--- config.mk ---
export PLATFORM = sky130hd
export DESIGN_NAME = io_data_mem
export DESIGN_NICKNAME = d
export VERILOG_FILES = /design/src/rtl/io_data_mem.sv
export SDC_FILE = /design/constraint.sdc
export NUM_CORES = 1
export LEC_CHECK = 0
export CORE_MARGIN = 4
export CORE_UTILIZATION = 47
export DETAILED_ROUTE_END_ITERATION = 10
export PLACE_DENSITY = 0.71
export SLEW_MARGIN = 20
export SYNTH_ARGS = -nofsm -noshare
export SYNTH_HDL_FRONTEND = slang
export SYNTH_SLANG_ARGS = --single-unit
--- constraint.sdc ---
create_clock -name clock -period 2.9 [get_ports clock]
set_clock_uncertainty 0.05 [all_clocks]
set_input_delay 0.58 -clock clock [delete_from_list [all_inputs] [get_ports clock]]
set_output_delay 0.58 -clock clock [all_outputs]
set_load 0.05 [all_outputs]
--- src/rtl/io_data_mem.sv ---
// Memory-mapped data RAM plus I/O register block for a simple CPU MEM stage.
// Loads are combinational from addr; stores, synchronizers and counters update on clock.
module io_data_mem #(
   parameter int unsigned RAM_WORDS = 64,
   parameter int unsigned SW_W      = 10,
   parameter int unsigned KEY_W     = 4
) (
   input  logic              clock,
   input  logic              resetn,
   input  logic              wmem,
   input  logic [31:0]       addr,
   input  logic [31:0]       wdata,
   output logic [31:0]       rdata,
   input  logic [SW_W-1:0]   sw,
   input  logic [KEY_W-1:0]  key,
   output logic [31:0]       out0,
   output logic [31:0]       out1
);

   localparam int unsigned RAM_AW = $clog2(RAM_WORDS);

   localparam logic [5:0] A_SW   = 6'h20;
   localparam logic [5:0] A_KEY  = 6'h21;
   localparam logic [5:0] A_EDGE = 6'h22;
   localparam logic [5:0] A_CNT  = 6'h23;
   localparam logic [5:0] A_CTRL = 6'h24;
   localparam logic [5:0] A_OUT0 = 6'h30;
   localparam logic [5:0] A_OUT1 = 6'h31;

   logic [5:0]        word;
   logic [RAM_AW-1:0] ram_idx;
   logic              wr;
   logic              unused;

   logic [31:0]       ram [RAM_WORDS];

   logic [SW_W-1:0]   sw_meta, sw_sync;
   logic [KEY_W-1:0]  key_meta, key_sync, key_prev;
   logic [KEY_W-1:0]  key_rise, edge_clr, edge_flags;
   logic [31:0]       cnt;
   logic              ctrl_en;
   logic              ctrl_wr;

   assign word    = addr[7:2];
   assign ram_idx = RAM_AW'(addr[6:2]);
   assign wr      = resetn & wmem;
   assign unused  = ^{addr[31:8], addr[1:0]};

   assign key_rise = key_sync & ~key_prev;
   assign edge_clr = (wr && word == A_EDGE) ? wdata[KEY_W-1:0] : '0;
   assign ctrl_wr  = wr && (word == A_CTRL);

   // Only the lower 32 words are reachable; RAM is deliberately not reset.
   always_ff @(posedge clock) begin
      if (wr && !addr[7]) begin
         ram[ram_idx] <= wdata;
      end
   end

   // Two-flop synchronizers, plus one extra key stage for rising-edge detection.
   always_ff @(posedge clock or negedge resetn) begin
      if (!resetn) begin
         sw_meta  <= '0;
         sw_sync  <= '0;
         key_meta <= '0;
         key_sync <= '0;
         key_prev <= '0;
      end else begin
         sw_meta  <= sw;
         sw_sync  <= sw_meta;
         key_meta <= key;
         key_sync <= key_meta;
         key_prev <= key_sync;
      end
   end

   // Set beats a same-cycle write-1-to-clear.
   always_ff @(posedge clock or negedge resetn) begin
      if (!resetn) begin
         edge_flags <= '0;
      end else begin
         edge_flags <= (edge_flags & ~edge_clr) | key_rise;
      end
   end

   always_ff @(posedge clock or negedge resetn) begin
      if (!resetn) begin
         cnt     <= '0;
         ctrl_en <= 1'b0;
      end else begin
         if (ctrl_wr && wdata[1]) begin
            cnt <= '0;
         end else if (ctrl_en) begin
            cnt <= cnt + 32'd1;
         end
         if (ctrl_wr) begin
            ctrl_en <= wdata[0];
         end
      end
   end

   always_ff @(posedge clock or negedge resetn) begin
      if (!resetn) begin
         out0 <= '0;
         out1 <= '0;
      end else begin
         if (wr && word == A_OUT0) out0 <= wdata;
         if (wr && word == A_OUT1) out1 <= wdata;
      end
   end

   // Side-effect-free combinational load path.
   always_comb begin
      rdata = '0;
      if (!addr[7]) begin
         rdata = ram[ram_idx];
      end else begin
         unique case (word)
            A_SW:    rdata = 32'(sw_sync);
            A_KEY:   rdata = 32'(key_sync);
            A_EDGE:  rdata = 32'(edge_flags);
            A_CNT:   rdata = cnt;
            A_CTRL:  rdata = {31'd0, ctrl_en};
            A_OUT0:  rdata = out0;
            A_OUT1:  rdata = out1;
            default: rdata = '0;
         endcase
      end
   end

endmodule

==> results.py <==
metrics = {
    "status": {
        "status": "finished with violations",
        "violations": "negative setup slack",
    },
    "layout": {
        "nets": 3200,
        "multi_input_area_um2": 11900,
        "register_area_um2": 34100,
        "instances_no_fill": 4484,
        "fin_util_pct": 61.2,
        "fillers": 6688,
        "final_area_um2": 58500,
        "areaGrowthSynthToFinish_pct": 28.2,
        "drive_above_1_share_pct": 27.1,
    },
    "synthesis": {
        "ys_seq_area_share_pct": 74.7,
        "synth_cell_types": 57,
        "avgSynthCellArea_um2": 17.5,
        "yosysWarnings": 0,
        "async_flop_share_pct": 11.5,
        "synthesis.area_um2": 45600,
        "synth_flop_cell": "edfxtp_1",
        "yosysTopAreaCellShare_pct": 67.4,
        "synth.area.top_cells": "edfxtp_1 (67%), mux2i_1 (11%), dfrtp_1 (7.3%), a22oi_1 (4.2%), mux2_1 (1.5%)",
        "syn_inst": 2598,
        "synth-edff-count": 1024,
        "ys_ff_latch": 1157,
        "syn_nets": 2680,
        "synth_top_area_cell": "edfxtp_1",
    },
    "route": {
        "vias": 28000,
        "drc": 0,
        "initialDrtViolationCount": 3694,
        "drtAntennaViolNets": 0,
        "viasPerCell": 6.24,
        "totalWireLength_um": 140000,
        "drtPass1Iterations": 6,
        "avgRoutedWirePerCell_um": 31.3,
    },
    "timing": {
        "slew_headroom_pct": 43.0,
        "rsz0062_at_grt": "yes",
        "timing.final.crit_share_pct": 112,
        "period_needed_ns": 3.25,
        "timing.final.hold_violations": 0,
        "fin_hold_ws_ns": 0.259,
        "max_freq_mhz": 307,
        "maxSlewViolCount": 0,
        "fin_ws_ns": -0.353,
        "finalSetupViolations": 32,
        "worst_slew_pin_slew_ns": 0.855,
    },
    "clock_network": {
        "cts.sinks": 1157,
        "clk_latency_ns": 0.71,
        "path_clk_slew_ns": 0.06,
        "cts_tree": "done",
        "cts_root_buf": "clkbuf_16",
        "numCtsBuffers": 112,
        "clockBufferDepth": 3,
        "htree_levels": 3,
    },
    "run": {
        "cap_violations": 0,
    },
    "power": {
        "cellLeakagePower_nw": 21.1,
        "power.density_nw_per_um2": 635,
        "max-vdd-ir-drop_v": 0.000550,
    },
    "global_route": {
        "grt_first_pass_wirelength_um": 195000,
        "grt_max_degree": 85,
        "grt_pass1_vias": 27500,
        "antenna_found_initial": 5,
        "grt_overflow": 0,
        "grt_use_total_pct": 26.2,
    },
    "floorplan": {
        "initial_core_util_pct": 47.7,
        "core_area_um2": 95600,
        "dieArea_um2": 102000,
        "pin_count": 177,
        "num_rows": 113,
        "die_h_um": 319,
        "fp.dieW_um": 319,
    },
    "placement": {
        "dp_hpwl_um": 83300,
        "port_buffers": 150,
        "place_congestion": 0.880,
        "pre_cts_slack_ns": -1.09,
        "dp.cells": 4190,
        "post_dp_cell_area_um2": 52500,
    },
    "worst_setup_path": {
        "cp-start-kind": "input port",
        "critPathMaxStageDelay_ns": 0.61,
        "setup.worst_path.class": "input port to output port",
        "slowest_stage": "or4_4",
        "cp_data_required_time_ns": 2.27,
        "crit_chain": "buf_16 -> buf_12 -> buf_8 -> buf_6 -> mux2i_4 -> a22oi_2 -> a21oi_2 -> or4_4 -> o21ai_2 -> buf_6 -> buf_12",
        "path_buf_inv": 6,
        "endpoint_kind": "output port",
        "cp_top_family": "buffers and inverters",
        "arrival_ns": 2.62,
        "critPathMaxFanout": 7,
    },
    "hold_path": {
        "hp-class": "input port to flip-flop",
    },
}
## metrics by stage
step                      total power, mW  setup TNS [ns]
after floorplan                      20.9         -228.97
after global placement               22.5         -118.78
after detailed placement             22.6         -132.20
after CTS                            37.0          -10.04
after global routing                 38.2           -8.60
final                                37.1           -7.78
## cells in the final DEF (no fill, tap or decap), types with 40 or more instances in the layout
| cell | synthesis | final |
|---|---|---|
| clkbuf_16 | 0 | 123 |
| dfrtp_1 | 133 | 133 |
| a21oi_2 | 0 | 40 |
| clkdlybuf4s50_1 | 0 | 111 |
| mux2i_1 | 516 | 511 |
| a21oi_1 | 124 | 83 |
| edfxtp_1 | 1024 | 1024 |
| buf_4 | 20 | 223 |
| a22oi_2 | 0 | 81 |
| mux2_1 | 60 | 60 |
| buf_12 | 1 | 145 |
| a22oi_1 | 256 | 175 |
## Yosys cell counts (3+ instances only)
library cell	n
a21o_1	6
a21oi_1	124
a221oi_1	6
a222oi_1	24
a22o_1	9
a22oi_1	256
and2_1	3
and3_1	9
and4_1	3
buf_1	9
buf_2	29
buf_4	20
buf_6	39
clkbuf_1	60
dfrtp_1	133
edfxtp_1	1024
inv_1	7
mux2_1	60
mux2_2	6
mux2i_1	516
nand2_1	24
nand2b_1	3
nand3_1	18
nand4_1	12
nor2_1	69
nor2b_1	4
nor3_1	7
nor4_1	7
o21ai_1	22
o22ai_1	3
or3_1	4
or4_1	22
xnor2_1	7
xor2_1	24
## timing repair
action                                 in CTS  in global routing
setup endpoints to repair                  32                 32
buffers inserted                           25                 46
gates resized for setup                   177                123
pin swaps                                  87                 90
endpoints found under the hold margin      17                  0
hold buffers                                1                  0
gates cloned                               13                 11
## kinds of logic (layout without fill, tap and decap cells)
kind of cell / Yosys count / after routing / synth area share (%)
XOR/XNOR: 31 / 31 / 0.595
buffers and inverters: 166 / 782 / 2.30
multiplexers: 582 / 582 / 13.0
other: 0 / 3 / 0
AND/OR/NAND/NOR: 198 / 200 / 2.35
AO/OA/AOI/OAI: 463 / 463 / 7.03
flip-flops: 1157 / 1157 / 74.7
adder cells (fa/ha/maj): 1 / 1 / 0.0274
## power by group
part | total [mW] | internal, mW | switching, mW
registers | 18.9 | 18.5 | 0.448
clock network | 14.4 | 8.12 | 6.31
logic | 3.81 | 1.60 | 2.22
total | 37.1 | 28.2 | 8.98
## path summary, 6_finish.rpt
path | start | end | slack [ns] | cells past startpoint
max | addr[2] | rdata[31] | -0.35 | 11
min | key[1] | key_meta[1]$_DFF_PN0_ | 0.26 | 1
max reg2reg | cnt[0]$_DFFE_PN0P_ | cnt[26]$_DFFE_PN0P_ | 0.82 | 6
min reg2reg | sw_meta[8]$_DFF_PN0_ | sw_sync[8]$_DFF_PN0_ | 0.30 | 0
max in group asynchronous | resetn | out1[19]$_DFFE_PN0P_ | 1.48 | 3
min in group asynchronous | resetn | key_sync[0]$_DFF_PN0_ | 0.31 | 2
## routing by layer
layer | part of all wire, % | global-route usage, % | vias to the layer above | wire [um]
met5 | 0 | 0 | - | 0
met4 | 4.7 | 10.4 | 0 | 6640
met3 | 11 | 5.32 | 372 | 15400
met2 | 47 | 41.9 | 1861 | 65700
met1 | 38 | 35.7 | 14200 | 52700
li1 | - | - | 11500 | -
## state kept, by name, summed over array words and instances, names as in the netlist, 4 cells and up
| signal | cells |
|---|---|
| cnt | 32 |
| edge_flags | 4 |
| key_meta | 4 |
| key_prev | 4 |
| key_sync | 4 |
| out0 | 32 |
| out1 | 32 |
| ram | 1024 |
| sw_meta | 10 |
| sw_sync | 10 |
## layout make-up
class                           count  area share, %
Antenna cell                        3         0.0128
Clock buffer                      145           5.18
Clock inverter                     67           1.05
Inverter                            7         0.0449
Multi-Input combinational cell   1277           20.4
Sequential cell                  1157           58.3
Tap cell                         1265           2.71
Timing Repair Buffer              563           12.3
Note: power is estimated with default switching activity, not from simulation.
